`src/rtl/id_ex_skid_stage.sv`:
```
// Decode->execute pipeline register with a two-entry skid buffer, flush-to-bubble
// and a saturating stall counter. Any non-valid output slot carries CTRL_NOP.
module id_ex_skid_stage #(
   parameter int                 DATA_W   = 256,
   parameter int                 CTRL_W   = 8,
   parameter logic [CTRL_W-1:0]  CTRL_NOP = '0,
   parameter int                 CNT_W    = 16
) (
   input  logic              clk,
   input  logic              reset,
   input  logic              flush,
   input  logic              in_valid,
   output logic              in_ready,
   input  logic [DATA_W-1:0] in_data,
   input  logic [CTRL_W-1:0] in_ctrl,
   output logic              out_valid,
   input  logic              out_ready,
   output logic [DATA_W-1:0] out_data,
   output logic [CTRL_W-1:0] out_ctrl,
   output logic [CNT_W-1:0]  stall_cnt
);

   // Handshake: a beat moves when valid && ready are both high at a clock edge;
   // valid never waits on ready, and in_ready looks only at held state and flush.
   typedef enum logic [1:0] {
      EMPTY = 2'd0,
      ONE   = 2'd1,
      FULL  = 2'd2
   } state_t;

   state_t              state, state_nxt;
   logic [DATA_W-1:0]   main_data, main_data_nxt;
   logic [CTRL_W-1:0]   main_ctrl, main_ctrl_nxt;
   logic [DATA_W-1:0]   skid_data, skid_data_nxt;
   logic [CTRL_W-1:0]   skid_ctrl, skid_ctrl_nxt;
   logic                acc, pop;

   assign in_ready  = (state != FULL) && !flush;
   assign acc       = in_valid && in_ready;
   assign pop       = out_valid && out_ready;
   assign out_data  = main_data;
   assign out_ctrl  = main_ctrl;

   always_comb begin
      state_nxt     = state;
      main_data_nxt = main_data;
      main_ctrl_nxt = main_ctrl;
      skid_data_nxt = skid_data;
      skid_ctrl_nxt = skid_ctrl;
      case (state)
         EMPTY: begin
            if (acc) begin
               state_nxt     = ONE;
               main_data_nxt = in_data;
               main_ctrl_nxt = in_ctrl;
            end
         end
         ONE: begin
            if (acc && !pop) begin
               state_nxt     = FULL;
               skid_data_nxt = in_data;
               skid_ctrl_nxt = in_ctrl;
            end else if (pop && !acc) begin
               state_nxt = EMPTY;
            end else if (acc && pop) begin
               main_data_nxt = in_data;
               main_ctrl_nxt = in_ctrl;
            end
         end
         FULL: begin
            if (pop) begin
               state_nxt     = ONE;
               main_data_nxt = skid_data;
               main_ctrl_nxt = skid_ctrl;
            end
         end
         default: state_nxt = EMPTY;
      endcase
      // Flush drops everything but leaves out_data frozen rather than advancing it.
      if (flush) begin
         state_nxt     = EMPTY;
         main_data_nxt = main_data;
      end
      if (state_nxt == EMPTY) main_ctrl_nxt = CTRL_NOP;
   end

   always_ff @(posedge clk) begin
      if (reset) begin
         state     <= EMPTY;
         out_valid <= 1'b0;
         main_data <= '0;
         main_ctrl <= CTRL_NOP;
         skid_data <= '0;
         skid_ctrl <= '0;
         stall_cnt <= '0;
      end else begin
         state     <= state_nxt;
         out_valid <= (state_nxt != EMPTY);
         main_data <= main_data_nxt;
         main_ctrl <= main_ctrl_nxt;
         skid_data <= skid_data_nxt;
         skid_ctrl <= skid_ctrl_nxt;
         if (in_valid && !in_ready && (stall_cnt != {CNT_W{1'b1}}))
            stall_cnt <= stall_cnt + CNT_W'(1);
      end
   end

endmodule

```
`config.mk`:
```
export PLATFORM = sky130hd
export DESIGN_NAME = id_ex_skid_stage
export DESIGN_NICKNAME = d
export VERILOG_FILES = /design/src/rtl/id_ex_skid_stage.sv
export SDC_FILE = /design/constraint.sdc
export NUM_CORES = 1
export LEC_CHECK = 0
export ABC_AREA = 0
export CELL_PAD_IN_SITES_DETAIL_PLACEMENT = 1
export CELL_PAD_IN_SITES_GLOBAL_PLACEMENT = 2
export CORE_MARGIN = 2
export CORE_UTILIZATION = 30
export CTS_CLUSTER_SIZE = 25
export DETAILED_ROUTE_END_ITERATION = 8
export PLACE_DENSITY_LB_ADDON = 0.1
export SLEW_MARGIN = 15
export SYNTH_ARGS = -nofsm -noshare
export SYNTH_HDL_FRONTEND = slang
export SYNTH_SLANG_ARGS = --single-unit
```
`constraint.sdc`:
```
create_clock -name clk -period 4.3 [get_ports clk]
set_clock_uncertainty 0.2 [all_clocks]
set_input_delay 0.645 -clock clk [delete_from_list [all_inputs] [get_ports clk]]
set_output_delay 0.645 -clock clk [all_outputs]
set_load 0.1 [all_outputs]
```
==> results of run 1 <==
==> report_power, final <==
part	internal (W)	switching [W]	total [W]
Combinational	0.000627	0.00158	0.00221
Clock	0.00323	0.00223	0.00546
Sequential	0.00524	0.0000941	0.00533
==> flip-flops by register name, indices dropped and copies added (netlist names) <==
signal / cells
out_ctrl: 8
out_data: 256
out_valid: 1
skid_ctrl: 8
skid_data: 256
stall_cnt: 16
state: 2
==> cell type report <==
cell class                      count  area (um2)
Clock inverter                     12        92.6
Sequential cell                   547       11000
Fill cell                        8477       41600
Multi-Input combinational cell   1943        9610
Antenna cell                       18        45.0
Tap cell                          950        1190
Inverter                            7        26.3
Clock buffer                      104        1990
Timing Repair Buffer              591        6130
==> per-layer routing <==
layer / wire (um) / vias to the layer above / track usage [%]
met4: 2900 / 18 / 9.15
met2: 42800 / 462 / 37.7
met5: 116 / - / 0
met1: 38600 / 10961 / 28.9
li1: - / 10367 / -
met3: 5280 / 133 / 5.95
==> worst register-to-register path: cells and delay by family (launching register included) <==
| kind | cells | cell delay [ns] |
|---|---|---|
| DFF | 1 | 0.54 |
| AOI/OAI and AO/OA | 2 | 0.57 |
| and+or+nand+nor | 2 | 0.92 |
| buffers and inverters | 1 | 0.45 |
==> cell usage in the layout, fill, tap and decap left out, types with 5 or more instances in the layout <==
cell / Yosys / layout
nand2_1: 1062 / 1062
clkdlybuf4s50_1: 0 / 548
dfxtp_1: 547 / 547
a21oi_1: 531 / 531
a311oi_1: 264 / 264
clkbuf_16: 0 / 69
buf_12: 0 / 25
clkbuf_1: 141 / 22
diode_2: 0 / 18
buf_4: 1 / 17
nor2_1: 15 / 15
clkbuf_8: 0 / 13
clkinv_2: 0 / 9
or4_1: 6 / 6
inv_1: 6 / 6
nor2b_1: 6 / 5
mux2_2: 5 / 5
==> metrics by stage <==
stage	power, W	worst slack [ns]	cells	hold slack, ns	utilization [%]
floorplan	0.00687	1.33	2764	0.237	-
global placement	0.00763	0.924	4038	0.241	39.0
detailed placement	0.00765	0.827	4038	0.247	39.0
CTS	0.0132	1.10	4154	0.255	41.9
global route	0.0135	1.04	4166	0.265	41.9
finish	0.0130	1.12	4172	0.252	41.9
==> cells by family (layout without fill, tap and decap cells) <==
family | after synthesis | in the layout | share of synthesized area, %
other cells | 0 | 18 | 0
flops | 547 | 547 | 50.3
simple gates | 1112 | 1112 | 19.7
fa+ha+maj | 1 | 1 | 0.0575
mux | 6 | 6 | 0.305
buf+inv | 274 | 714 | 5.65
compound gates | 824 | 824 | 24.0
==> final timing paths <==
path | to | slack [ns] | cells after the start
worst min register to register | skid_data[35]$_SDFFE_PP0P_ | 0.25 | 2
worst max register to register | stall_cnt[13]$_SDFFE_PP0P_ | 1.55 | 5
worst min-delay path | skid_data[35]$_SDFFE_PP0P_ | 0.25 | 2
worst max-delay path | stall_cnt[12] | 1.12 | 1
==> impl_summary.log, run 1 <==
[metrics] most common cell in the synthesized netlist: nand2_1
[metrics] Placer Congestion: 0.766
[metrics] CP endpoint kind: primary output
[metrics] total I/O pin count: 551
[metrics] Routed WL per cell: 21.5 um
[metrics] detailed-route wire length: 89,700 um
[metrics] P per Cell Area: 433 mW/mm2
[metrics] status: completed
[metrics] final setup vio count: 0
[metrics] fraction of registers with async set/reset: 0%
[metrics] number of buffers on the longest clock path: 3
[metrics] number of clock buffers inserted by TritonCTS: 67
[metrics] HPWL after detailed placement: 55,200 um
[metrics] placeable core region: 0.0716 mm2
[metrics] net count reported at finish: 3,427
[metrics] Buf/Inv on CP: 1
[metrics] initial antenna violation count: 25
[metrics] Peak Freq: 0.314 GHz
[metrics] Post-CTS Hold Buffers: 0
[metrics] routed vias/inst: 5.26
[metrics] post-layout min period: 3.18 ns
[metrics] Post-synth EDFFs: 0
[metrics] floorplan die area: 0.0747 mm2
[metrics] final hold vios: 0
[metrics] placed cell area: 0.0279 mm2
[metrics] buffer type at the clock tree root: clkbuf_16
[metrics] clock transition at the registers of the reported paths: 0.06 ns
[metrics] clock tree from TritonCTS: done
[metrics] Area Growth Syn to Fin: 38.1%
[metrics] input/output buffers: 550
[metrics] number of DRC markers in iteration 0: 1,110
[metrics] Post-Synthesis Net Count: 3,034
[metrics] setup repair after global routing missed its margin: no
[metrics] depth of the CTS H-tree: 3
[metrics] top cells by instance count after synthesis: nand2_1, dfxtp_1, a21oi_1
[metrics] Top FF cell, synth: dfxtp_1
[metrics] via count of the first global-routing pass: 22.1k
[metrics] launch instance of the worst register-to-register path: state[1]$_SDFF_PP0_
[metrics] overflow left after global routing: 0
[metrics] largest stage delay on the critical path: 1.28 ns
[metrics] first element of the critical path: stall_cnt[12]$_SDFFE_PP0P_
[metrics] count of yosys warnings during synthesis: 0
[metrics] LEAKAGE: 10.0 nW
[metrics] fraction of layout instances using a drive strength above 1: 4.78%
[metrics] slowest library cell on the worst path: clkdlybuf4s50_1
[metrics] number of gates resized after CTS: 0
[metrics] clock insertion delay at the later pin of the skew report: 0.59 ns
[metrics] post-synthesis cell area: 0.0217 mm2
[metrics] number of max-cap violations: 0
[metrics] Synth top area share: 50.3%
[metrics] Yosys cell types: 49
[metrics] mean instance size in the synthesized netlist: 7.87 um2
[metrics] global-route wire length before repair: 135,000 um
[metrics] detailed-routing iteration count for the pre-antenna-repair pass: 4
[metrics] Sum Neg Setup Slack: 0 ns
[metrics] total DRC errors in the routed layout: 0
[metrics] setup repair bufs after CTS: 0
[metrics] remaining antenna violation count after routing: 0
[metrics] family with the most delay on the worst path: buffers and inverters
[metrics] via count: 21.9k
[metrics] data required time of the critical path: 3.45 ns
[metrics] crit start category: flop
[metrics] data arrival at the endpoint of the critical path: 2.34 ns
[metrics] cell-by-cell trace of the critical path: clkdlybuf4s50_1
[metrics] Post-Layout Inst Area: 0.0300 mm2
[metrics] Worst Hold Launch: skid_data[35]$_SDFFE_PP0P_
[metrics] largest fanout on the critical path: 7
[metrics] worst slew pin tran: 1.16 ns
[metrics] number of clock sinks: 547
[metrics] number of instances in the synthesized netlist: 2,764
[metrics] worst supply voltage drop on vdd: 0.249 mV
[metrics] cell taking the most area after synthesis: dfxtp_1
[metrics] type of the worst setup path: reg -> out
[metrics] largest cells by area after synthesis: dfxtp_1, nand2_1, a21oi_1
[metrics] final slew viol count: 0
[metrics] max_slew headroom: 22.4%
[metrics] Yosys reg bits: 547
[metrics] post-synthesis sequential area ratio: 50.3%
[metrics] pin count of the biggest net entering global routing: 161
[metrics] post-route clock period utilization: 74.0%
[metrics] Die Y-Extent: 273 um
[metrics] starting utilization of the core area: 30.4%
[metrics] standard-cell row count: 98
[metrics] Min-Delay Path Class: reg -> reg
[metrics] Die X: 273 um
[metrics] total global-route track usage: 23.0%
Note: power is estimated with default switching activity, not from simulation.
==> run 2, diff against run 1 <==
--- a/config.mk
+++ b/config.mk
@@ -9,7 +9,7 @@
 export CELL_PAD_IN_SITES_DETAIL_PLACEMENT = 1
 export CELL_PAD_IN_SITES_GLOBAL_PLACEMENT = 2
 export CORE_MARGIN = 2
-export CORE_UTILIZATION = 30
+export CORE_UTILIZATION = 25
 export CTS_CLUSTER_SIZE = 25
 export DETAILED_ROUTE_END_ITERATION = 8
 export PLACE_DENSITY_LB_ADDON = 0.1
==> constraint.sdc (replaced) <==
create_clock -name clk -period 2.72 [get_ports clk]
set_clock_uncertainty 0.2 [all_clocks]
set_input_delay 0.408 -clock clk [delete_from_list [all_inputs] [get_ports clk]]
set_output_delay 0.408 -clock clk [all_outputs]
set_load 0.1 [all_outputs]
==> impl_summary.log, run 2 (synthesis gave the netlist of run 1 again) <==
[metrics] status: completed
[metrics] Post-CTS Hold Buffers: 0
[metrics] Min-Delay Path Class: in -> reg
[metrics] Area Growth Syn to Fin: 41.0%
[metrics] Die Y-Extent: 299 um
[metrics] number of max-cap violations: 0
[metrics] pin count of the biggest net entering global routing: 99
[metrics] setup repair after global routing missed its margin: no
[metrics] number of non-filler instances in the completed layout: 4,452
[metrics] Routed WL per cell: 21.3 um
[metrics] buffer type at the clock tree root: clkbuf_16
[metrics] Sum Neg Setup Slack: 0 ns
[metrics] largest fanout on the critical path: 32
[metrics] crit path setup slack, layout: 0.212 ns
[metrics] filler instances: 10.2k
[metrics] slowest library cell on the worst path: dfxtp_2
[metrics] final hold vios: 0
[metrics] depth of the CTS H-tree: 3
[metrics] final setup vio count: 0
[metrics] placed cell area: 0.0284 mm2
[metrics] max_slew headroom: 64.5%
[metrics] floorplan die area: 0.0894 mm2
[metrics] largest stage delay on the critical path: 0.45 ns
[metrics] final slew viol count: 0
[metrics] logic gate share of total power: 16.9%
[metrics] via count of the first global-routing pass: 22.8k
[metrics] net count reported at finish: 3,498
[metrics] clock insertion delay at the later pin of the skew report: 0.60 ns
[metrics] routed vias/inst: 4.94
[metrics] post-layout min period: 2.51 ns
[metrics] Post-Place Setup Slack: -0.0153 ns
[metrics] number of DRC markers in iteration 0: 942
[metrics] Post-Layout Inst Area: 0.0307 mm2
[metrics] CP endpoint kind: primary output
[metrics] Buf/Inv on CP: 2
[metrics] Die X: 299 um
[metrics] number of gates resized after CTS: 0
[metrics] internal power summed over all cells: 0.0147 W
[metrics] number of clock buffers inserted by TritonCTS: 70
[metrics] fraction of layout instances using a drive strength above 1: 15.8%
[metrics] initial antenna violation count: 22
[metrics] cell-by-cell trace of the critical path: nor2b_4 -> buf_12 -> nor2_1 -> buf_12
[metrics] setup repair bufs after CTS: 0
[metrics] data arrival at the endpoint of the critical path: 1.90 ns
[metrics] reported net switching power: 0.00643 W
[metrics] clock tree from TritonCTS: done
[metrics] worst supply voltage drop on vdd: 0.377 mV
[metrics] number of buffers on the longest clock path: 3
[metrics] net switching fraction of the power: 30.5%
[metrics] total DRC errors in the routed layout: 0
[metrics] area of the multi-input gates: 0.00961 mm2
[metrics] most common cell after layout, fill and taps aside: nand2_1
[metrics] part of the power in the clock network: 43.2%
[metrics] Placer Congestion: 0.758
[metrics] remaining antenna violation count after routing: 0
[metrics] detailed-routing iteration count for the pre-antenna-repair pass: 4
[metrics] Peak Freq: 0.399 GHz
[metrics] detailed-route wire length: 95,000 um
[metrics] P per Cell Area: 689 mW/mm2
[metrics] post-route clock period utilization: 92.2%
[metrics] number of clock sinks: 547
[metrics] LEAKAGE: 11.1 nW
[metrics] most used cells in the layout excluding fill and tap cells: nand2_1, dfxtp_1, a21oi_1, buf_4, clkdlybuf4s50_1
[metrics] starting utilization of the core area: 25.1%
[metrics] area of all sequential standard cells: 0.0110 mm2
[metrics] cell with the most instances on the worst path: buf_12
[metrics] data required time of the critical path: 2.11 ns
[metrics] global-route wire length before repair: 143,000 um
[metrics] total global-route track usage: 20.5%
[metrics] crit start category: flop
[metrics] input/output buffers: 550
[metrics] type of the worst setup path: reg -> out
[metrics] clock transition at the registers of the reported paths: 0.06 ns
[metrics] final design utilization: 35.5%
[metrics] part of the power in registers: 39.9%
[metrics] via count: 22.0k
[metrics] worst slew pin tran: 0.529 ns
[metrics] family with the most delay on the worst path: flip-flops
[metrics] placeable core region: 0.0865 mm2
[metrics] HPWL after detailed placement: 62,400 um
[metrics] total I/O pin count: 551
[metrics] standard-cell row count: 108
[metrics] overflow left after global routing: 0
[metrics] total placed cells including tap cells: 4,311
[run 2: final timing paths]
check | cells after the start | start | slack [ns] | end
max | 4 | state[1]$_SDFF_PP0_ | 0.21 | in_ready
min reg2reg | 2 | skid_data[133]$_SDFFE_PP0P_ | 0.25 | skid_data[133]$_SDFFE_PP0P_
min | 2 | reset | 0.07 | skid_data[46]$_SDFFE_PP0P_
max reg2reg | 7 | state[0]$_SDFF_PP0_ | 0.47 | out_data[33]$_SDFFE_PP0P_
[run 2: metrics by stage]
stage               power (W)  hold WS [ns]
floorplan              0.0109         0.237
global placement       0.0121         0.241
detailed placement     0.0122         0.247
CTS                    0.0215        0.0250
global route           0.0220        0.0558
finish                 0.0211        0.0708
[run 2: power by group through the flow]
stage          Sequential, W  Combinational (W)  Clock, W
2_1_floorplan         0.0101           0.000809         0
3_3_place_gp         0.00860            0.00355         0
3_5_place_dp         0.00860            0.00360         0
4_1_cts              0.00843            0.00360   0.00946
5_1_grt              0.00846            0.00375   0.00980
6_report             0.00843            0.00357   0.00912
[run 2: area by class of cell]
cell class | instances | area share [%]
clock buffers | 105 | 6.79
well taps | 1155 | 4.71
flip-flops and latches | 547 | 35.7
inverters | 7 | 0.0857
clock inverters | 19 | 0.538
repair buffers | 659 | 20.7
diodes | 17 | 0.139
multi-input cells | 1943 | 31.3
[run 2: worst reg2reg max path: stages (launching register included)]
cell and delay [ns]:
dfxtp_1 0.45, a21boi_2 0.36, buf_4 0.19, a21oi_4 0.08, and2_4 0.21, buf_12 0.16, buf_12 0.20, a311oi_1 0.30
[run 2: per-layer routing]
layer  global-route usage, %  wire length (um)  vias up
met5                       0                71        -
met1                    24.9             40400    10861
met3                    5.91              5710      140
met2                    34.2             45700      440
li1                        -                 -    10522
met4                    7.74              3160       10
